<file path="src/rtl/rmap_rdfifo_mc.sv">
// -----------------------------------------------------------------------------
// rmap_rdfifo_mc
//   Multi-channel local-bus register map in front of NCH peripheral RX FIFOs.
//   Provides per-channel enable and flush controls, one read-data register per
//   FIFO with a variable-latency pop handshake, and a read timeout that sets a
//   sticky per-channel status bit and can raise an interrupt.
//
//   Register map (byte addresses):
//     0x00       CTRL     EN[NCH-1:0] rw, FLUSH[8+NCH-1:8] wo self-clearing
//     0x04       STATUS   TOUT[NCH-1:0] rw1c sticky, IRQ_EN[8+NCH-1:8] rw
//     0x10+4*i   RDFIFO_i DATA[FIFO_DW-1:0], VALID at bit DATA_W-1
//
// Ports:
//   clk, rst        clock, synchronous active-high reset
//   ch_en_out       per-channel enable (CTRL.EN)
//   ch_flush_out    one-cycle flush pulse per channel
//   fifo_ren        one-cycle pop request to channel i (combinational)
//   fifo_rdata      packed FIFO data, channel i at [i*FIFO_DW +: FIFO_DW]
//   fifo_rvalid     fifo_rdata valid for channel i
//   irq             registered OR of (STATUS.TOUT & STATUS.IRQ_EN)
//   lb_w*           write channel, always ready, completes in one cycle
//   lb_raddr/ren    read request; master waits for lb_rvalid before the next
//   lb_rdata/rvalid read data and one-cycle completion pulse
// -----------------------------------------------------------------------------
module rmap_rdfifo_mc #(
  parameter int          ADDR_W  = 8,
  parameter int          DATA_W  = 16,
  parameter int          STRB_W  = DATA_W / 8,
  parameter int          NCH     = 4,
  parameter int          FIFO_DW = 12,
  parameter int          TIMEOUT = 16,
  parameter logic [15:0] ERR_VAL = 16'hdead
) (
  input  logic                   clk,
  input  logic                   rst,
  output logic [NCH-1:0]         ch_en_out,
  output logic [NCH-1:0]         ch_flush_out,
  output logic [NCH-1:0]         fifo_ren,
  input  logic [NCH*FIFO_DW-1:0] fifo_rdata,
  input  logic [NCH-1:0]         fifo_rvalid,
  output logic                   irq,
  input  logic [ADDR_W-1:0]      lb_waddr,
  input  logic [DATA_W-1:0]      lb_wdata,
  input  logic                   lb_wen,
  input  logic [STRB_W-1:0]      lb_wstrb,
  output logic                   lb_wready,
  input  logic [ADDR_W-1:0]      lb_raddr,
  input  logic                   lb_ren,
  output logic [DATA_W-1:0]      lb_rdata,
  output logic                   lb_rvalid
);

  localparam int                CH_W     = (NCH > 1) ? $clog2(NCH) : 1;
  localparam int                CNT_W    = 8;
  localparam logic [DATA_W-1:0] ERR_WORD = DATA_W'(ERR_VAL);

  typedef enum logic { S_IDLE, S_WAIT } state_t;

  state_t             state;
  logic [CNT_W-1:0]   cnt;
  logic [CH_W-1:0]    cur_ch;

  logic [NCH-1:0]     en, flush, tout, irq_en;
  logic [NCH-1:0]     tout_set, tout_clr;
  logic               wr_ctrl, wr_stat;

  logic               rd_fifo;
  logic [CH_W-1:0]    rd_ch;
  logic [DATA_W-1:0]  reg_rdata;
  logic [DATA_W-1:0]  data_word;
  logic [FIFO_DW-1:0] cur_data;
  logic               start;
  logic               timeout_hit;

  assign lb_wready    = 1'b1;
  assign ch_en_out    = en;
  assign ch_flush_out = flush;

  // ---------------------------------------------------------------------------
  // Write decode and control/status registers
  // ---------------------------------------------------------------------------
  assign wr_ctrl  = lb_wen && (lb_waddr == ADDR_W'(0));
  assign wr_stat  = lb_wen && (lb_waddr == ADDR_W'(4));
  assign tout_clr = (wr_stat && lb_wstrb[0]) ? lb_wdata[NCH-1:0] : '0;

  // NOTE: sequential state uses non-blocking assignments so every register
  // samples the pre-edge value of every other register.
  always_ff @(posedge clk) begin
    if (rst) begin
      en     <= '0;
      flush  <= '0;
      tout   <= '0;
      irq_en <= '0;
      irq    <= 1'b0;
    end else begin
      flush <= '0;
      if (wr_ctrl && lb_wstrb[0]) en     <= lb_wdata[NCH-1:0];
      if (wr_ctrl && lb_wstrb[1]) flush  <= lb_wdata[8 +: NCH];
      if (wr_stat && lb_wstrb[1]) irq_en <= lb_wdata[8 +: NCH];
      // Set is OR-ed in after the clear so a timeout beats a same-cycle rw1c.
      tout <= (tout & ~tout_clr) | tout_set;
      irq  <= |(tout & irq_en);
    end
  end

  // ---------------------------------------------------------------------------
  // Read decode
  // ---------------------------------------------------------------------------
  // NOTE: every always_comb output gets a default first so no latch is inferred
  // on paths that do not assign it.
  always_comb begin
    rd_fifo = 1'b0;
    rd_ch   = '0;
    for (int i = 0; i < NCH; i++) begin
      if (lb_raddr == ADDR_W'(16 + 4 * i)) begin
        rd_fifo = 1'b1;
        rd_ch   = CH_W'(i);
      end
    end
  end

  // Immediate-response data; also covers unmapped and disabled-channel reads.
  always_comb begin
    reg_rdata = ERR_WORD;
    if (lb_raddr == ADDR_W'(0)) begin
      reg_rdata            = '0;
      reg_rdata[NCH-1:0]   = en;
    end else if (lb_raddr == ADDR_W'(4)) begin
      reg_rdata            = '0;
      reg_rdata[NCH-1:0]   = tout;
      reg_rdata[8 +: NCH]  = irq_en;
    end
  end

  assign start    = !rst && (state == S_IDLE) && lb_ren && rd_fifo && en[rd_ch];
  assign fifo_ren = start ? (NCH'(1) << rd_ch) : '0;

  assign cur_data = fifo_rdata[int'(cur_ch) * FIFO_DW +: FIFO_DW];

  always_comb begin
    data_word                = '0;
    data_word[DATA_W-1]      = 1'b1;
    data_word[FIFO_DW-1:0]   = cur_data;
  end

  // Data arriving in the final counted cycle takes priority over the timeout.
  assign timeout_hit = (state == S_WAIT) && !fifo_rvalid[cur_ch] &&
                       (cnt == CNT_W'(TIMEOUT));
  assign tout_set    = timeout_hit ? (NCH'(1) << cur_ch) : '0;

  // ---------------------------------------------------------------------------
  // Read FSM with registered bus response
  // ---------------------------------------------------------------------------
  always_ff @(posedge clk) begin
    if (rst) begin
      state     <= S_IDLE;
      cnt       <= '0;
      cur_ch    <= '0;
      lb_rvalid <= 1'b0;
      lb_rdata  <= ERR_WORD;
    end else begin
      lb_rvalid <= 1'b0;
      lb_rdata  <= ERR_WORD;
      case (state)
        S_IDLE: begin
          if (start) begin
            state  <= S_WAIT;
            cnt    <= CNT_W'(1);
            cur_ch <= rd_ch;
          end else if (lb_ren) begin
            lb_rvalid <= 1'b1;
            lb_rdata  <= reg_rdata;
          end
        end
        S_WAIT: begin
          // lb_ren is deliberately ignored here; the master is still waiting.
          if (fifo_rvalid[cur_ch]) begin
            lb_rvalid <= 1'b1;
            lb_rdata  <= data_word;
            state     <= S_IDLE;
          end else if (timeout_hit) begin
            lb_rvalid <= 1'b1;
            lb_rdata  <= '0;
            state     <= S_IDLE;
          end else begin
            cnt <= cnt + CNT_W'(1);
          end
        end
        default: state <= S_IDLE;
      endcase
    end
  end

endmodule

</file>
<file path="config.mk">
export PLATFORM = sky130hd
export DESIGN_NAME = rmap_rdfifo_mc
export DESIGN_NICKNAME = d
export VERILOG_FILES = /design/src/rtl/rmap_rdfifo_mc.sv
export SDC_FILE = /design/constraint.sdc
export NUM_CORES = 1
export LEC_CHECK = 0
export BUFFER_PORTS_ARGS = -buffer_cell sky130_fd_sc_hd__buf_2
export CAP_MARGIN = 0
export CORE_MARGIN = 2
export CORE_UTILIZATION = 45
export CTS_CLUSTER_DIAMETER = 100
export CTS_CLUSTER_SIZE = 12
export DETAILED_ROUTE_END_ITERATION = 12
export PLACE_DENSITY = 0.86
export SLEW_MARGIN = 5
export SYNTH_ARGS = -nofsm -noshare
export SYNTH_HDL_FRONTEND = slang
export SYNTH_SLANG_ARGS = --single-unit
</file>
<file path="constraint.sdc">
create_clock -name clk -period 2.1 [get_ports clk]
set_input_delay 0.21 -clock clk [delete_from_list [all_inputs] [get_ports clk]]
set_output_delay 0.21 -clock clk [all_outputs]
set_load 0.02 [all_outputs]
</file>
---- Word-level counts from Yosys, hierarchy flattened ----
Cells that the tools add are included.
word-level totals
  flip-flop bits (word level) ............. 45
  bits in latches ......................... 0
  RAM bits ................................ 0
  memory bits (read-only) ................. 0
  output and inout bits ................... 31
  logic and storage cells ................. 87
  memories kept ........................... 0
operators by class
  $add $sub $neg .......................... 1
  $mul .................................... 1
  div/mod/pow operators ................... 0
  magnitude comparators ................... 2
  eq/ne operators ......................... 10
  shift operators ......................... 3
  muxes and demuxes ....................... 34
  bitwise gates (word level) .............. 6
  reductions and logical operators ........ 20
operators with widths
  kind                                                                           count
  16-bit two-way mux                                                             6
  48-bit by 7-bit variable part select with 12-bit output                        1
  8-bit by 5-bit equality test with 1-bit output (second input constant)         5
  16-bit one-hot mux with 2 select lines                                         1
  8-bit two-way mux                                                              3
  8-bit by 3-bit equality test with 1-bit output (second input constant)         2
  8-bit logical NOT                                                              2
  8-bit one-hot mux with 2 select lines                                          1
  1-bit two-way mux                                                              14
  1-bit logical AND                                                              12
  4-bit two-way mux                                                              3
  8-bit by 1-bit adder with 8-bit output (second input constant)                 1
  4-bit AND                                                                      2
  1-bit by 2-bit << shifter with 4-bit output (first input constant)             2
  2-bit by 3-bit less-than comparator with 1-bit output (second input constant)  2
  2-bit inequality test (second input constant)                                  3
  1-bit binary-select mux with 2-bit select                                      2
  2-bit by 2-bit multiplier with 4-bit output (second input constant)            1
  2-bit two-way mux                                                              2
  4-bit inverter                                                                 1
  4-bit OR                                                                       1
  1-bit one-hot mux with 2 select lines                                          2
  4-bit OR reduction                                                             1
  3-bit AND reduction                                                            1
  4 further kinds                                                                6

---- Longest topological paths before layout ----
Gate-level depths: netlist of the first run.
  depth after elaboration ................. 9
  depth in mapped cells ................... 7
  mapped depth without buffers ............ 6

---- Worst setup path after synthesis of the first run ----
No wires, ideal clock.
  kind .................................... input to output
  start ................................... in lb_raddr[1]
  end ..................................... out fifo_ren[1]
  data arrival time ....................... 1.689 ns
  slack ................................... 0.201 ns
  stages .................................. 4
  buffers on the path ..................... 1
  cell sequence ........................... nor4b_1 -> nand4_1 -> clkbuf_1 -> nor3_1
between the ends
  cells in the longest elaborated chain, start to end .. 8
  elaborated cells between the ends (all ways) .. 17
  those cells by class .................... eq/ne (4); shift (1); mux (10); reduce/logical (2)
ends and longest elaborated chain
  item                                                                            line      RTL
  start, declared                                                                 47        input logic [ADDR_W-1:0] lb_raddr,
  8-bit by 5-bit equality test with 1-bit output                                  115       if (lb_raddr == ADDR_W'(16 + 4 * i)) begin
  1-bit two-way mux                                                               115
  2-bit two-way mux or 1-bit two-way mux (tied branches) (2 in series)            115
  1-bit binary-select mux with 2-bit select or 1-bit two-way mux (tied branches)  135, 115
  1-bit two-way mux (not written as such) or 1-bit logical AND (tied branches)    135       assign start = !rst && (state == S_IDLE) && lb_ren && rd_fifo && en[rd_ch];
  1-bit logical AND                                                               135
  4-bit two-way mux *                                                             136       assign fifo_ren = start ? (NCH'(1) << rd_ch) : '0;
  end, declared                                                                   38        output logic [NCH-1:0] fifo_ren,
Mark *: on every way between the ends. The rest lies on a longest branch, timed or not. The select of a mux whose other input is x is not followed.

---- Worst setup path in the final report of the first run ----
  start ................................... reg en[1] (netlist: ch_en_out[1])
  end ..................................... out fifo_ren[2]
between the ends
  cells in the longest elaborated chain, start to end .. 4
ends and longest elaborated chain
  item                                       line  RTL
  start, declared                            63    logic [NCH-1:0] en, flush, tout, irq_en;
  start signal, assigned                     97    if (wr_ctrl && lb_wstrb[0]) en <= lb_wdata[NCH-1:0];
  1-bit binary-select mux with 2-bit select  135
  1-bit two-way mux (not written as such)    135
  1-bit logical AND                          135
  4-bit two-way mux                          136
Every way passes these cells. The select of a mux whose other input is x is not followed.

==> results of run 1 <==
state kept, by name, summed over array words and instances, names as in the netlist:
name / flops
lb_rdata: 14
tout: 4
irq_en: 4
ch_en_out: 4
cur_ch: 2
ch_flush_out: 4
cnt: 8
lb_rvalid: 1
state: 1
irq: 1
what timing repair did:
action	in CTS	in global routing
gates resized for setup	0	1
endpoints found under the hold margin	0	0
setup endpoints to repair	0	1
power breakdown:
part / internal [mW] / switching (mW)
logic: 0.0888 / 0.0738
clock network: 0.269 / 0.302
registers: 0.816 / 0.000489
total: 1.17 / 0.377
synthesized netlist by cell type (2+ instances only):
library cell and count:
dfxtp_1 43, nand3_1 22, nor2_1 21, inv_1 17, mux4_2 14, a31oi_1 12, nand2_1 12, mux2i_1 11
a21oi_1 10, clkbuf_1 9, nor2b_1 8, o21ai_0 7, nand4_1 5, nor3b_1 5, buf_2 4, or3_1 4
a2111oi_0 3, buf_4 3, nand3b_1 3, o311ai_0 3, a22oi_1 2, and2_1 2, and3_1 2, buf_1 2
conb_1 2, ha_1 2, nor3_1 2, nor4_1 2, nor4b_1 2, o22ai_1 2, or2_2 2
worst paths after layout:
kind                        startpoint                    endpoint  slack [ns]  cells past startpoint
min                        lb_wdata[9]  ch_flush_out[1]$_SDFF_PP0_        0.12                      3
max          ch_en_out[1]$_SDFFE_PP0P_                 fifo_ren[2]        0.17                      5
max reg2reg     cur_ch[0]$_SDFFE_PP0P_        lb_rvalid$_SDFF_PP0_        0.23                      5
min reg2reg         tout[3]$_SDFF_PP0_          tout[3]$_SDFF_PP0_        0.50                      2
per-layer routing:
layer  GRT usage, %  vias to the layer above  share of wire (%)
met3           4.10                       12                6.5
met2           40.8                       94                 52
li1               -                     1135                  -
met5              0                        -                  0
met1           27.5                     1102                 39
met4           8.97                        0                2.2
worst max-delay path: cells and delay by family (launching register included):
kind | cells | cell delay [ns]
muxes | 1 | 0.28
and+or+nand+nor | 3 | 0.51
buffers and inverters | 1 | 0.18
DFF | 1 | 0.44
metrics by stage:
stage / utilization [%] / cell area (um^2)
detailed placement: 58.9 / 2950
floorplan: - / 2300
CTS: 60.9 / 3050
finish: 61.0 / 3050
global placement: 58.9 / 2950
global route: 61.0 / 3050
kinds of logic after synthesis:
group	after synthesis
simple gates	95
compound gates	46
flops	43
buf+inv	36
mux	25
fa+ha+maj	2
other cells	2
cell type report:
class | instances | area share (%)
tap | 70 | 2.87
multi-input combinational | 170 | 42.2
clock inverter | 2 | 0.533
clock buffer | 6 | 2.70
timing repair buffer | 124 | 21.5
inverter | 17 | 2.09
sequential | 43 | 28.2
==> impl_metrics.ini, run 1 <==
[clocking]
clkTransAtPathRegs_ns = 0.09
cts_tree = done
cts_buffer_depth = 2
clk_latency_ns = 0.30
hold_buffers = 0
clock_sinks = 43
cts_made_buffers = 5
htreeDepth = 2
clockRootBuffer = clkbuf_8
postCtsSetupBuffers = 0

[yosys]
synthesis.area_mm2 = 0.00230
synth_flop_cell = dfxtp_1
synth.area.top_cells = dfxtp_1 (37%), mux4_2 (14%), mux2i_1 (4.8%)
ys_seq_area_share_pct = 37.4
yosys_warnings = 0
synth_simple_gate_area_share_pct = 22.2
synth_xor_area_share_pct = 0
synthMuxAreaShare_pct = 18.5
synth_top_family_by_area = simple AND/OR/NAND/NOR gates
yosysTopAreaCellShare_pct = 37.4
syn_nets = 341
yosys.area.top_type = dfxtp_1
synth_edf_count = 0
syn_inst = 249
synth_fa_ha_area_share_pct = 1.09
synth_compound_area_share_pct = 13.6
async_flop_share_pct = 0
avgSynthCellArea_um2 = 9.25
synth_cell_type_count = 42
synth_seq_cells = 43

[sta]
post-route-min-period_ns = 1.93
setup_slack_ns = 0.173
setup_viol = 0
whs_ns = 0.119
skew_ns = 0.00774
rsz0062_at_grt = no
fin_crit_sh_pct = 91.8
tightest_slew_ns = 0.605
setup_tns_ns = 0
hold_viol = 0
fmax_mhz = 519
slew_headroom_pct = 59.1
slew_viol_final = 0

[global_routing]
grt_usage_pct = 23.0
grt_start_max_net_pins = 28
grt_pass1_wl_mm = 9.93
antenna_found_initial = 0
grt_pass1_vias = 2156
overflow = 0

[worst_setup_path]
crit_chain = mux4_2, nand4_1, or2_2, nor2_1, buf_2
cp_max_fo = 5
cp_data_arrival_time_ns = 1.72
slowest_delay_ns = 0.44
worstPathRequired_ns = 1.89
worst_setup_path_end_kind = primary output
start_kind = flop
path_class = reg -> out
crit_slowest_cell = dfxtp_1

[placement]
post-place-ws_ns = 0.205
dp.cells = 424
gp_congestion = 0.874
io_buffer_count = 110
hpwl_mm = 4.93

[cells_and_area]
nFillCells = 442
drive_gt1_share_pct = 42.0
final_common_cell = buf_2
diodes = 0
seqCellArea_um2 = 861
final_nets = 453
final_cell_mix = buf_2 (110), dfxtp_1 (43), nand3_1 (22), nor2_1 (21), inv_1 (17)
instances_no_fill = 432
syn_to_final_growth_pct = 32.7
multi_input_area_mm2 = 0.00129

[outcome]
outcome = completed

[die]
core_mm2 = 0.00501
die_h_um = 75.5
die-area_mm2 = 0.00570
die_w_um = 75.5
start_util_pct = 46.0
num_rows = 26
ios = 121

[routing]
ant_nets = 0
wl_per_cell_um = 14.7
drt_iter0_drc = 143
via_count = 2343
first_pass_iters = 4
drc = 0
viasPerCell = 5.42
drt_wl_total_mm = 6.33

[run]
cap_violations = 0

[power]
vdd_drop_max_mv = 0.277
p_leak_nw = 1.35
finalPower_mw = 1.55
p_per_area_mw_per_mm2 = 508

[min_path]
min_path_type = in -> reg
Note: power is estimated with default switching activity, not from simulation.
==> run 2, diff against run 1 <==
CELL_PAD_IN_SITES_DETAIL_PLACEMENT = 0   (was not set)
CELL_PAD_IN_SITES_GLOBAL_PLACEMENT = 1   (was not set)
CORE_UTILIZATION = 32   (was 45)
MAX_ROUTING_LAYER = met4   (was not set)
==> run 2 against run 1 <==
Against the previous run: non-clock buffer count increased by 1; routed wire length increased by 6.7%; cell count increased by 6.3%; hold slack improved by 0.010 ns; via count decreased by 0.26%; clock-buffer cell count unchanged; global-route usage decreased by 5.2 points; power decreased by 0.33%; clock power decreased by 2%; sequential cell count unchanged; first-iteration DRC count increased by 2.1%; setup slack got worse by 0.084 ns; largest cell class unchanged.
==> impl_metrics.ini, run 2 (synthesis gave the netlist of run 1 again) <==
[outcome]
outcome = completed

[routing]
ant_nets = 0
first_pass_iters = 4
drc = 0
drt_iter0_drc = 146
viasPerCell = 5.09
via_count = 2337
wl_per_cell_um = 14.7
drt_wl_total_mm = 6.75

[worst_setup_path]
slowest_delay_ns = 0.46
crit_slowest_cell = dfxtp_1
timing.rr.end = lb_rdata[3]$_SDFF_PP1_
r2r-start = cur_ch[0]$_SDFFE_PP0P_
r2r_cells = 4
crit_chain = mux4_2, nand4_1, buf_4, a31oi_1, buf_2
cp_data_arrival_time_ns = 1.80
regToRegSetupSlack_ns = 0.23
cp_max_fo = 13
worstPathRequired_ns = 1.89
path_class = reg -> out
start_kind = flop
worst_setup_path_end_kind = primary output
crit_buf_inv = 2
critPathTopFamily = flip-flops

[die]
start_util_pct = 33.5
ios = 121
die_h_um = 88.8
die-area_mm2 = 0.00789
num_rows = 30
core_mm2 = 0.00687
die_w_um = 88.8

[global_routing]
grt_usage_pct = 17.7
grt_pass1_vias = 2150
overflow = 0
grt_pass1_wl_mm = 10.4
antenna_found_initial = 0
grt_start_max_net_pins = 27

[min_path]
worst_hold_startpoint = lb_wdata[11]
hold_path_end = ch_flush_out[3]$_SDFF_PP0_
min_path_type = in -> reg
min_delay_path_depth = 3

[cells_and_area]
final_common_cell = buf_2
final_nets = 454
diodes = 0
drive_gt1_share_pct = 41.9
reg.largest.list = lb_rdata x14, cnt x8
final_cell_mix = buf_2 (110), dfxtp_1 (43), nand3_1 (22), nor2_1 (21), inv_1 (17)
syn_to_final_growth_pct = 34.2
largest_register = lb_rdata
largest_reg_flops = 14

[power]
vdd_drop_max_mv = 0.217
p_leak_nw = 1.36
p_per_area_mw_per_mm2 = 500

[clocking]
postCtsSetupBuffers = 0
clk_latency_ns = 0.30
hold_buffers = 0
cts_resized = 0
cts_buffer_depth = 2
clockRootBuffer = clkbuf_8
clock_sinks = 43
htreeDepth = 2
clkTransAtPathRegs_ns = 0.09
cts_made_buffers = 5
cts_tree = done

[placement]
hpwl_mm = 5.37
post-place-ws_ns = 0.176
io_buffer_count = 110
gp_congestion = 0.860

[sta]
setup_slack_ns = 0.0891
tightest_slew_ns = 0.608
rsz0062_at_grt = no
setup_viol = 0
hold_viol = 0
slew_headroom_pct = 58.9
skew_ns = 0.00913
fin_crit_sh_pct = 95.8
slew_viol_final = 0
whs_ns = 0.129
post-route-min-period_ns = 2.01
setup_tns_ns = 0
fmax_mhz = 497

[run]
cap_violations = 0
-- run 2: per-layer routing --
| layer | vias to the layer above | GRT usage (%) | routed length (um) |
|---|---|---|---|
| met2 | 103 | 28.4 | 3130 |
| met5 | - | - | 0 |
| met3 | 9 | 2.71 | 608 |
| li1 | 1135 | - | - |
| met4 | 0 | 4.96 | 75 |
| met1 | 1090 | 23.4 | 2940 |
-- run 2: report_power, final --
part	switching (mW)	internal (mW)	total [mW]
Clock	0.293	0.268	0.562
Sequential	0.000587	0.816	0.817
Combinational	0.0761	0.0904	0.167
Total	0.370	1.18	1.55
-- run 2: how the worst max path moves through the flow --
stage          slack, ns  depth (start not counted)                     end                       from
4_1_cts             0.13                          5             fifo_ren[0]  ch_en_out[1]$_SDFFE_PP0P_
2_1_floorplan       0.20                          4             fifo_ren[1]                lb_raddr[1]
3_5_place_dp        0.18                          6  lb_rdata[3]$_SDFF_PP1_                lb_raddr[7]
5_1_grt             0.03                          5             fifo_ren[2]  ch_en_out[1]$_SDFFE_PP0P_
6_report            0.09                          5             fifo_ren[0]  ch_en_out[1]$_SDFFE_PP0P_
3_3_place_gp        0.27                          4  lb_rdata[3]$_SDFF_PP1_     cur_ch[0]$_SDFFE_PP0P_
-- run 2: cell type report --
type,instances,area [um^2]
timing repair buffer,125,663
sequential,43,861
inverter,17,63.8
clock buffer,6,82.6
tap,96,120
fill,708,3780
multi-input combinational,170,1280
clock inverter,2,16.3
-- run 2: tightest hold or removal path, cell delays in order --
cell and delay, ns:
buf_2 0.11, inv_1 0.04, nor2_1 0.03
-- run 2: stage by stage --
stage | power (mW) | area, um^2 | utilization [%] | cells
after floorplan | 0.904 | 2300 | - | 249
after global placement | 0.998 | 2990 | 43.5 | 451
after detailed placement | 1.00 | 2990 | 43.5 | 451
after CTS | 1.56 | 3090 | 45.0 | 459
after global routing | 1.61 | 3090 | 45.0 | 459
final | 1.55 | 3090 | 45.0 | 459
==> run 3, diff against run 2 <==
clock period = 2.2 ns   (was 2.1 ns; I/O delays follow)
==> run 3 against run 2 <==
Against the previous run: critical path depth is 1 lower; largest power group unchanged; design area rose by 0.24%; cell count decreased by 0.87%; hold slack improved by 0.0063 ns; routed wire length decreased by 2.3%; first-iteration DRC count is 32% lower; non-clock buffer count is 4 lower; largest cell class unchanged.
==> impl_metrics.ini, run 3 (synthesis gave the netlist of run 1 again) <==
[clocking]
clkTransAtPathRegs_ns = 0.08
hold_buffers = 0
htreeDepth = 2
postCtsSetupBuffers = 0
cts_tree = done
cts_buffer_depth = 2
clock_sinks = 43
cts_resized = 0
cts_made_buffers = 5
clockRootBuffer = clkbuf_8
clk_latency_ns = 0.30

[die]
num_rows = 30
core_mm2 = 0.00687
ios = 121
die_h_um = 88.8
start_util_pct = 33.5
die-area_mm2 = 0.00789
die_w_um = 88.8

[cells_and_area]
reg.largest.list = lb_rdata x14, cnt x8
drive_gt1_share_pct = 41.2
nFillCells = 678
fin_area_mm2 = 0.00310
largest_register = lb_rdata
instances_no_fill = 455
largest_reg_flops = 14
syn_to_final_growth_pct = 34.5
diodes = 0
final_nets = 450
final_common_cell = buf_2
final_cell_mix = buf_2 (110), dfxtp_1 (43), nand3_1 (22), nor2_1 (21), inv_1 (17)

[sta]
hold_viol = 0
slew_viol_final = 0
slew_headroom_pct = 57.2
tightest_slew_ns = 0.626
whs_ns = 0.135
fin_crit_sh_pct = 93.4
fmax_mhz = 487
setup_tns_ns = 0
skew_ns = 0.00577
rsz0062_at_grt = no
setup_viol = 0
setup_slack_ns = 0.145
post-route-min-period_ns = 2.05

[worst_setup_path]
crit_buf_inv = 0
slowest_delay_ns = 0.60
critPathTopFamily = compound AO/OA/AOI/OAI gates
start_kind = flop
path_class = reg -> reg
crit_chain = mux4_2, a211o_1, or3_1, a31oi_1
worst_setup_path_end_kind = flop
cp_max_fo = 14
worstPathRequired_ns = 2.42
cp_data_arrival_time_ns = 2.27
crit_slowest_cell = mux4_2

[outcome]
outcome = completed

[placement]
post-place-ws_ns = 0.192
place_area_mm2 = 0.00296
dp.cells = 447
gp_congestion = 0.839
io_buffer_count = 110
hpwl_mm = 5.19

[routing]
viasPerCell = 4.98
first_pass_iters = 4
wl_per_cell_um = 14.5
ant_nets = 0
via_count = 2264
drt_iter0_drc = 100
drc = 0
drt_wl_total_mm = 6.60

[global_routing]
grt_pass1_wl_mm = 10.3
grt_pass1_vias = 2158
grt_start_max_net_pins = 28
grt_usage_pct = 17.5
overflow = 0
antenna_found_initial = 0

[power]
vdd_drop_max_mv = 0.246
p_leak_nw = 1.35
p_per_area_mw_per_mm2 = 536

[run]
cap_violations = 0

[min_path]
min_path_type = in -> reg
[run 3: metal layers]
| metal | global-route usage (%) | wire length, um | part of all wire (%) |
|---|---|---|---|
| met1 | 21.9 | 2900 | 44 |
| met2 | 28.1 | 3040 | 46 |
| met3 | 3.82 | 523 | 7.9 |
| met4 | 5.79 | 127 | 1.9 |
| met5 | - | 0 | 0 |
[run 3: worst paths after layout]
kind / start / endpoint / slack, ns / cells past startpoint
setup / recovery: cur_ch[0]$_SDFFE_PP0P_ / cnt[7]$_SDFFE_PP0P_ / 0.15 / 4
hold / removal: lb_wdata[9] / ch_flush_out[1]$_SDFF_PP0_ / 0.14 / 3
setup reg to reg: cur_ch[0]$_SDFFE_PP0P_ / cnt[7]$_SDFFE_PP0P_ / 0.15 / 4
hold reg to reg: cnt[1]$_SDFFE_PP0P_ / cnt[1]$_SDFFE_PP0P_ / 0.50 / 2
[run 3: layout make-up]
class,instances,area [um^2],area share (%)
multi-input cells,170,1280,41.4
flip-flops and latches,43,861,27.8
repair buffers,121,633,20.4
well taps,96,120,3.88
clock buffers,5,68.8,2.22
clock inverters,3,67.6,2.18
inverters,17,63.8,2.06
[run 3: where the power goes]
group	internal, mW	switching [mW]
sequential	0.779	0.000440
combinational	0.0850	0.0691
clock	0.453	0.274
[run 3: through the flow]
| stage | power (mW) | util, % |
|---|---|---|
| 6_report | 1.66 | 45.1 |
| 5_1_grt | 1.73 | 45.1 |
| 4_1_cts | 1.68 | 45.1 |
| 3_5_place_dp | 0.953 | 43.1 |
| 3_3_place_gp | 0.950 | 43.1 |
| 2_1_floorplan | 0.863 | - |
[run 3: worst reg2reg max path, stage by stage, from the launching register on]
cell and delay (ns):
dfxtp_1 0.36, mux4_2 0.60, a211o_1 0.43, or3_1 0.41
a31oi_1 0.19
